**src/rtl/alu_operand_loader.sv**
```systemverilog
// Operand entry stage for the board ALU: captures A, B and the opcode from the switches,
// stepping once per debounced press of the "next" button, with a level-sensitive clear.
module alu_operand_loader #(
  parameter int N               = 4,
  parameter int DEBOUNCE_CYCLES = 16,
  parameter int MODE_MAX        = 9
) (
  input  logic         clk,
  input  logic         rst,
  input  logic [N-1:0] sw,
  input  logic [3:0]   sw_mode,
  input  logic         btn_next,
  input  logic         btn_clear,
  output logic [N-1:0] in1,
  output logic [N-1:0] in2,
  output logic [3:0]   mode,
  output logic         valid,
  output logic         mode_err,
  output logic [1:0]   stage
);

  localparam int CW = (DEBOUNCE_CYCLES > 2) ? $clog2(DEBOUNCE_CYCLES) : 1;
  localparam logic [CW-1:0] CNT_LAST   = CW'(DEBOUNCE_CYCLES - 1);
  localparam logic [3:0]    MODE_MAX_L = 4'(MODE_MAX);

  typedef enum logic [1:0] {
    LOAD_A    = 2'd0,
    LOAD_B    = 2'd1,
    LOAD_MODE = 2'd2,
    READY     = 2'd3
  } state_t;

  state_t        state_q;
  logic [1:0]    next_sync_q;
  logic [1:0]    clear_sync_q;
  logic          db_q;
  logic          db_dly_q;
  logic [CW-1:0] cnt_q;
  logic [CW-1:0] cnt_d;
  logic          db_d;
  logic          next_synced;
  logic          clear;
  logic          press;

  assign next_synced = next_sync_q[1];
  assign clear       = clear_sync_q[1];
  assign press       = db_q & ~db_dly_q;
  assign stage       = state_q;

  // The debounced level only follows the synced input after it has disagreed for
  // DEBOUNCE_CYCLES consecutive cycles; any agreement restarts the count.
  always_comb begin
    cnt_d = '0;
    db_d  = db_q;
    if (next_synced != db_q) begin
      if (cnt_q == CNT_LAST) begin
        db_d = next_synced;
      end else begin
        cnt_d = cnt_q + 1'b1;
      end
    end
  end

  always_ff @(posedge clk or negedge rst) begin
    if (!rst) begin
      next_sync_q  <= '0;
      clear_sync_q <= '0;
      db_q         <= 1'b0;
      db_dly_q     <= 1'b0;
      cnt_q        <= '0;
    end else begin
      next_sync_q  <= {next_sync_q[0], btn_next};
      clear_sync_q <= {clear_sync_q[0], btn_clear};
      db_q         <= db_d;
      db_dly_q     <= db_q;
      cnt_q        <= cnt_d;
    end
  end

  // Clear wins over a press arriving on the same edge.
  always_ff @(posedge clk or negedge rst) begin
    if (!rst) begin
      state_q  <= LOAD_A;
      in1      <= '0;
      in2      <= '0;
      mode     <= '0;
      valid    <= 1'b0;
      mode_err <= 1'b0;
    end else if (clear) begin
      state_q  <= LOAD_A;
      in1      <= '0;
      in2      <= '0;
      mode     <= '0;
      valid    <= 1'b0;
      mode_err <= 1'b0;
    end else if (press) begin
      case (state_q)
        LOAD_A: begin
          in1     <= sw;
          state_q <= LOAD_B;
        end
        LOAD_B: begin
          in2     <= sw;
          state_q <= LOAD_MODE;
        end
        LOAD_MODE: begin
          mode     <= sw_mode;
          mode_err <= (sw_mode > MODE_MAX_L);
          valid    <= 1'b1;
          state_q  <= READY;
        end
        READY: begin
          valid   <= 1'b0;
          state_q <= LOAD_A;
        end
        default: begin
          valid   <= 1'b0;
          state_q <= LOAD_A;
        end
      endcase
    end
  end

endmodule

```
**config.mk**
```make
export PLATFORM = sky130hd
export DESIGN_NAME = alu_operand_loader
export DESIGN_NICKNAME = d
export VERILOG_FILES = /design/src/rtl/alu_operand_loader.sv
export SDC_FILE = /design/constraint.sdc
export NUM_CORES = 1
export LEC_CHECK = 0
export CORE_MARGIN = 10
export CORE_UTILIZATION = 30
export CTS_CLUSTER_DIAMETER = 50
export DETAILED_ROUTE_END_ITERATION = 8
export DONT_BUFFER_PORTS = 1
export GPL_ROUTABILITY_DRIVEN = 0
export PLACE_DENSITY_LB_ADDON = 0.2
export SYNTH_ARGS = -nofsm -noshare
export SYNTH_HDL_FRONTEND = slang
export SYNTH_SLANG_ARGS = --single-unit
```
**constraint.sdc**
```tcl
create_clock -name clk -period 3.3 [get_ports clk]
set_input_delay 0.33 -clock clk [delete_from_list [all_inputs] [get_ports clk]]
set_output_delay 0.33 -clock clk [all_outputs]
set_load 0.01 [all_outputs]
```
== Yosys cells after proc, flatten, opt, wreduce, memory -nomap -nowiden ==
Index checks and enable logic that the tools add are counted.

* Flip-flop bits (word level): 26
* Input port bits: 12
* Output and inout bits: 16

* Add/sub/neg operators: 1
* Magnitude comparators: 1
* Equal/unequal tests: 5
* Muxes and demuxes: 20
* Bitwise gates (word level): 2
* Reduce and logical (&&, ||, !) cells: 11

{| class="wikitable"
|+ Operators with widths
! operator !! number
|-
| 4-bit 2-to-1 mux || 11
|-
| 2-bit AND reduction || 5
|-
| 2-bit case mux with 4 select lines || 1
|-
| 2-bit nonzero test || 4
|-
| 1-bit 2-to-1 mux || 5
|-
| 4-bit by 1-bit adder with 4-bit output, second input constant || 1
|-
| 2-bit equality test, second input constant || 2
|-
| 4-bit equality test, second input constant || 1
|-
| 4-bit greater-than comparator, second input constant || 1
|-
| 2-bit 2-to-1 mux || 2
|-
| 3-bit nonzero test || 1
|-
| 2-bit by 1-bit equality test with 1-bit output, second input constant || 1
|-
| 2-bit zero test || 1
|-
| 1-bit case mux with 2 select lines || 1
|-
| 1-bit bitwise AND || 1
|-
| 1-bit inequality test || 1
|-
| 1-bit NOT || 1
|}

== Longest topological paths before layout ==
Gate-level depths: netlist of run 1.

* Depth in word-level cells: 4
* Gate-level depth with buffers: 5
* Mapped depth without buffers: 5

== Worst setup path before layout of run 1 ==
No wires, ideal clock.

* Path kind: reg2reg
* From: reg state_q[0], in the netlist stage[0]
* To: reg valid
* Setup time: 104 ps
* Data arrival time: 1,209 ps
* Data required time: 3,196 ps
* Setup slack: 1,987 ps
* Cell stages (with the launch flop): 5
* Buffers on the path: 0
* Path through: dfrtp_1 -> inv_1 -> ha_1 -> nand3b_1 -> a221oi_1

* Longest elaborated chain between the ends: 4
* Elaborated cells between the ends (all ways): 7

{| class="wikitable"
|+ Ends and longest elaborated chain
! item !! line !! source
|-
| start, declared || 33 || <nowiki>state_t state_q;</nowiki>
|-
| start signal, assigned || 83 || <nowiki>state_q <= LOAD_A;</nowiki>
|-
| start signal, assigned || 90 || <nowiki>state_q <= LOAD_A;</nowiki>
|-
| start signal, assigned || 100 || <nowiki>state_q <= LOAD_B;</nowiki>
|-
| 2-bit equality test || 97 || <nowiki>case (state_q)</nowiki>
|-
| 1-bit case mux with 2 select lines || 97 ||
|-
| 1-bit 2-to-1 mux || 96 || <nowiki>end else if (press) begin</nowiki>
|-
| 1-bit 2-to-1 mux || 89 || <nowiki>end else if (clear) begin</nowiki>
|-
| end signal, assigned || 87 || <nowiki>valid <= 1'b0;</nowiki>
|-
| end signal, assigned || 94 || <nowiki>valid <= 1'b0;</nowiki>
|-
| end signal, assigned || 109 || <nowiki>valid <= 1'b1;</nowiki>
|-
| end, declared || 17 || <nowiki>output logic valid,</nowiki>
|}

Parallel ways exist; a longest one is shown, timed or not. The select of a mux whose other input is x is not followed.
A chain may end at the register's enable or synchronous reset.

== Worst setup path in the final report of run 1 ==
Ends and elaborated chain as after synthesis.

==> impl_metrics.ini, run 1 <==
[power_and_ir_drop]
leakage_nw = 0.4939
ir_drop_mv = 0.3316
powerDensity_nw_per_um2 = 434.8

[grt]
grt_first_pass_wirelength_microns = 3788
grt-ovfl-total = 0
grt_usage_pct = 7.451
antenna_found_initial = 0
grt_start_max_net_pins = 27
grt_pass1_vias = 732

[outcome]
status = finished, final reports clean

[routing]
initialDrtViolationCount = 30
wl_microns = 2352
dr.pass1.iters = 4
drtAntennaViolNets = 0
routedWlPerCell_microns = 15.79
vias = 727
drc_errors = 0
vias_per_cell = 4.879

[critical_path]
r2r_slack_ps = 1770
cp-end-kind = flip-flop
slowest_stage = dfrtp_1
critPathKind = reg -> reg
path_max_fanout = 7
worstPathCellList = inv_1 -> ha_1 -> nand3b_1 -> a221oi_1
cp_data_required_time_ps = 3460
startpoint_type = flip-flop
cp.arrival_ps = 1690
cpPeakStageDelay_ps = 460

[clock_network]
h-tree-depth = 1
clk_pin_slew_worst_paths_ps = 80
cts_buffers = 3
postCtsSetupBuffers = 0
clock_latency_ps = 260
cts_tree = done
ctsHoldBuffers = 2
clockRootBuffer = clkbuf_8
cts.path.max_buffers = 2
cts-resized-gates = 0
numClockSinks = 26

[run]
drv_cap = 0

[layout]
antenna_cells = 0
stdcell_count = 149
area_growth_pct = 8.352
drive_gt1_share_pct = 5.941
nNetsFinal = 121

[die]
fp.coreArea_sq_um = 3606
start_util_pct = 30.74
rows = 22
pin_count = 28
die-area_sq_um = 6527
dieWidth_microns = 80.79
fp.dieH_microns = 80.79

[synthesis]
yosysTopAreaCell = dfrtp_1
synth_edf_count = 0
yosysSeqAreaShare_pct = 58.69
ys_ff_latch = 26
ys_types = 23
netlist_area_sq_um = 1109
synth_top_area_share_pct = 58.69
synthTopCellsByArea = dfrtp_1, ha_1, a21oi_1, nand3_1, nand2_1
postSynthCellCount = 100
synth_fp_nets = 118
synth_top_flop_cell = dfrtp_1
synthArstFlopShare_pct = 100.0
avgSynthCellArea_sq_um = 11.09
ys_warn_count = 0

[sta]
rsz0062_at_grt = false
fmax_ghz = 0.6555
hold_viol = 0
fin_crit_ps = 1525
clock_skew_ps = 6.213
tightest_slew_ps = 565.4
setup_viol = 0
final_max_slew_viol_count = 0
fin_tns_setup_ps = 0
fin_crit_sh_pct = 46.23
slew_headroom_pct = 62.31

[place]
port_buffers = 0
dp.cells = 144
hpwl_microns = 1711

[worst_hold_path]
min_path_type = in -> reg
report_power, final:
part           internal (mW)  switching, mW
Clock                 0.0816         0.0931
Sequential             0.324        0.00673
Combinational        0.00737        0.00978
Total                  0.413          0.110
state kept, by name, summed over array words and instances (netlist names):
name and count:
mode 4, mode_err 1, db_dly_q 1, in2 4, clear_sync_q 2, next_sync_q 2, valid 1, in1 4
stage 2, cnt_q 4, db_q 1
logic make-up after synthesis:
logic type / Yosys count / synth area share (%)
flops: 26 / 58.69
mux: 2 / 1.919
simple gates: 37 / 16.37
buf+inv: 8 / 4.853
compound gates: 19 / 9.820
xor+xnor: 2 / 1.580
fa+ha+maj: 6 / 6.772
synthesized netlist by cell type (2+ instances only):
cell      instances
dfrtp_1          26
a21oi_1          14
nand3_1          13
ha_1              6
nor2_1            4
nand3b_1          3
clkbuf_1          2
inv_1             4
nand2_1          13
xnor2_1           2
critical path, delay by kind of cell (launching register included):
| family | cells | cell delay [ps] |
|---|---|---|
| adders and majority gates | 1 | 300 |
| DFF | 1 | 460 |
| AOI/OAI and AO/OA | 1 | 280 |
| and+or+nand+nor | 1 | 250 |
| buffers and inverters | 1 | 130 |
layer usage:
| layer | GRT usage [%] | up-vias | routed length, microns |
|---|---|---|---|
| li1 | - | 343 | - |
| met1 | 8.486 | 355 | 993 |
| met2 | 10.59 | 27 | 993 |
| met3 | 6.181 | 2 | 348 |
| met4 | 1.557 | 0 | 17 |
| met5 | 0 | - | 0 |
metrics by stage:
step	setup WS [ps]	hold WS (ps)	area [sq um]	power, mW	util [%]
2_1_floorplan	1987	34.41	1109	0.3423	-
3_3_place_gp	1873	35.51	1130	0.3440	31.33
3_5_place_dp	1797	35.48	1130	0.3446	31.33
4_1_cts	1777	75.47	1201	0.5362	33.31
5_1_grt	1654	60.32	1201	0.5519	33.31
6_report	1775	89.99	1201	0.5223	33.31
placed cells by master (no fill, tap or decap):
| cell | instances |
|---|---|
| dfrtp_1 | 26 |
| nor2_1 | 4 |
| dlygate4sd3_1 | 1 |
| inv_1 | 4 |
| nand3_1 | 13 |
| nand4b_1 | 1 |
| nor2b_1 | 1 |
| nand2_1 | 13 |
| o21ai_0 | 1 |
| a211oi_1 | 1 |
| a21oi_1 | 14 |
| clkbuf_8 | 3 |
| mux2_2 | 1 |
| nand3b_1 | 3 |
| nor3b_1 | 1 |
| o2111ai_1 | 1 |
| ha_1 | 6 |
| buf_12 | 1 |
| and2b_1 | 1 |
| mux2i_1 | 1 |
| a221oi_1 | 1 |
| a21oi_2 | 1 |
| xnor2_1 | 2 |
cell type report:
type | count | area [sq um]
multi-input combinational | 66 | 404.1
inverter | 4 | 15.01
fill | 363 | 2405
timing repair buffer | 2 | 30.03
sequential | 26 | 650.6
tap | 48 | 60.06
clock buffer | 3 | 41.29
worst paths after layout:
check | start | endpoint | cells after the start
worst max-delay path | stage[0]$_DFFE_PN0P_ | valid$_DFFE_PN0P_ | 4
worst min register to register | clear_sync_q[0]$_DFF_PN0_ | clear_sync_q[1]$_DFF_PN0_ | 0
min in group asynchronous | rst | in1[1]$_DFFE_PN0P_ | 2
worst min-delay path | btn_clear | clear_sync_q[0]$_DFF_PN0_ | 0
max in group asynchronous | rst | cnt_q[0]$_DFF_PN0_ | 2
worst max register to register | stage[0]$_DFFE_PN0P_ | valid$_DFFE_PN0P_ | 4
Power figures use the tool's default switching activity.
==> run 2: changes to the inputs <==
==> constraint.sdc (replaced) <==
create_clock -name clk -period 1.4 [get_ports clk]
set_input_delay 0.14 -clock clk [delete_from_list [all_inputs] [get_ports clk]]
set_output_delay 0.14 -clock clk [all_outputs]
set_load 0.01 [all_outputs]
==> run 2 against run 1 <==
Compared with the run above: clock skew fell by 3.4 ps; combinational power rose to 3.3 times the previous value; final area rose by 13%; hold slack got worse by 77 ps; flip-flop and latch count did not move; power rose to 2.8 times the previous value; register-to-register slack got worse by 1600 ps; non-clock buffer count rose by 13; fmax rose by 21%; core utilization rose by 4.4 points; critical path type unchanged; largest power group unchanged.
==> impl_metrics.ini, run 2 (same netlist as run 1, synthesis figures left out) <==
[layout]
final_common_cell = dfrtp_1
stdcell_count = 163
nNetsFinal = 134
area_growth_pct = 22.80
final_cell_mix = dfrtp_1, a21oi_1, nand3_1, nand2_1, dlygate4sd3_1
ff_latch_area_sq_um = 650.6
utilization_pct = 37.75
drive_gt1_share_pct = 12.17
multi_input_area_sq_um = 406.6
fillers = 361
antenna_cells = 0

[critical_path]
path_max_fanout = 6
slowest_stage = dfrtp_1
startpoint_type = flip-flop
r2r_start = stage[0]$_DFFE_PN0P_
endpoint = valid$_DFFE_PN0P_
ff2ff_path_depth = 4
cp.depth = 4
critPathKind = reg -> reg
critPathLaunch = stage[0]$_DFFE_PN0P_
r2r-end = valid$_DFFE_PN0P_
critPathTopFamily = flip-flops
r2r_slack_ps = 140
cp-end-kind = flip-flop
crit_buf_inv = 1
cp_data_required_time_ps = 1580
cp.arrival_ps = 1440
worstPathCellList = inv_1 -> ha_1 -> nand3b_1 -> a221oi_1
cpPeakStageDelay_ps = 400

[clock_network]
clock_latency_ps = 270
cts_buffers = 3
clockRootBuffer = clkbuf_8
h-tree-depth = 1
cts_tree = done
cts.path.max_buffers = 2
numClockSinks = 26
clk_pin_slew_worst_paths_ps = 90

[place]
port_buffers = 0
dp.cells = 150
hpwl_microns = 1770

[grt]
grt-ovfl-total = 0
grt_busiest_layer = met2
gr-usage-met2_pct = 11.39
grt_first_pass_wirelength_microns = 3953
grtUsageMet1_pct = 8.698
antenna_found_initial = 0
met3_usage_pct = 6.071
grt_pass1_vias = 803
grt_usage_pct = 7.934
grt_start_max_net_pins = 27

[die]
die-area_sq_um = 6527
fp.coreArea_sq_um = 3606
rows = 22
fp.dieH_microns = 80.79
start_util_pct = 30.74
dieWidth_microns = 80.79
pin_count = 28

[sta]
fmax_ghz = 0.7942
fin_crit_sh_pct = 89.94
fin_tns_setup_ps = 0
clock_skew_ps = 2.792
final_max_slew_viol_count = 0
rsz0062_at_grt = false
tightest_slew_ps = 539.7
slew_headroom_pct = 64.02
fin_crit_ps = 1259
setup_viol = 0
hold_viol = 0

[routing]
dr.pass1.iters = 4
wl_microns = 2389
drtAntennaViolNets = 0
initialDrtViolationCount = 31
vias = 780
vias_per_cell = 4.785
drc_errors = 0
routedWlPerCell_microns = 14.66

[worst_hold_path]
min_path_type = in -> reg

[power_and_ir_drop]
ir_drop_mv = 0.6563
powerDensity_nw_per_um2 = 1070
leakage_nw = 0.5703

[outcome]
status = finished, final reports clean

[run]
drv_cap = 0
-- run 2: final cells by class --
cell class | instances | share of cell area, %
flip-flops and latches | 26 | 47.79
multi-input cells | 66 | 29.87
repair buffers | 15 | 11.58
well taps | 48 | 4.412
clock buffers | 3 | 3.033
clock inverters | 1 | 2.206
inverters | 4 | 1.103
-- run 2: worst min path at each step --
stage	startpoint	to	slack [ps]	depth (start not counted)
6_report	sw[2]	in2[2]$_DFFE_PN0P_	10	2
2_1_floorplan	rst	clear_sync_q[0]$_DFF_PN0_	-160	0
3_3_place_gp	rst	in1[1]$_DFFE_PN0P_	-150	0
5_1_grt	sw_mode[1]	mode[1]$_DFFE_PN0P_	5	2
4_1_cts	sw[0]	in1[0]$_DFFE_PN0P_	0.3	2
3_5_place_dp	rst	in2[2]$_DFFE_PN0P_	-150	0
-- run 2: layer usage --
layer | up-vias | wire length (microns)
li1 | 373 | -
met1 | 378 | 978
met2 | 25 | 1043
met3 | 4 | 337
met4 | 0 | 29
met5 | - | 0
-- run 2: power by group --
part | switching, mW | internal (mW)
Clock | 0.239 | 0.383
Sequential | 0.0156 | 0.763
Combinational | 0.0260 | 0.0304
-- run 2: stage by stage --
step	hold slack (ps)	area, sq um	total power, mW	worst slack, ps
3_3_place_gp	-154.6	1187	0.8110	141.7
6_report	12.67	1361	1.457	140.8
5_1_grt	4.916	1361	1.524	6.989
4_1_cts	0.2512	1349	1.487	96.81
3_5_place_dp	-154.7	1187	0.8125	116.9
2_1_floorplan	-155.6	1109	0.8068	87.19
-- run 2: timing repair --
action | in CTS | in global routing
endpoints found under the hold margin | 33 | 1
setup buffers | 0 | 0
resized for setup | 0 | 1
endpoints found under the setup margin | 0 | 1
hold buffers | 8 | 1
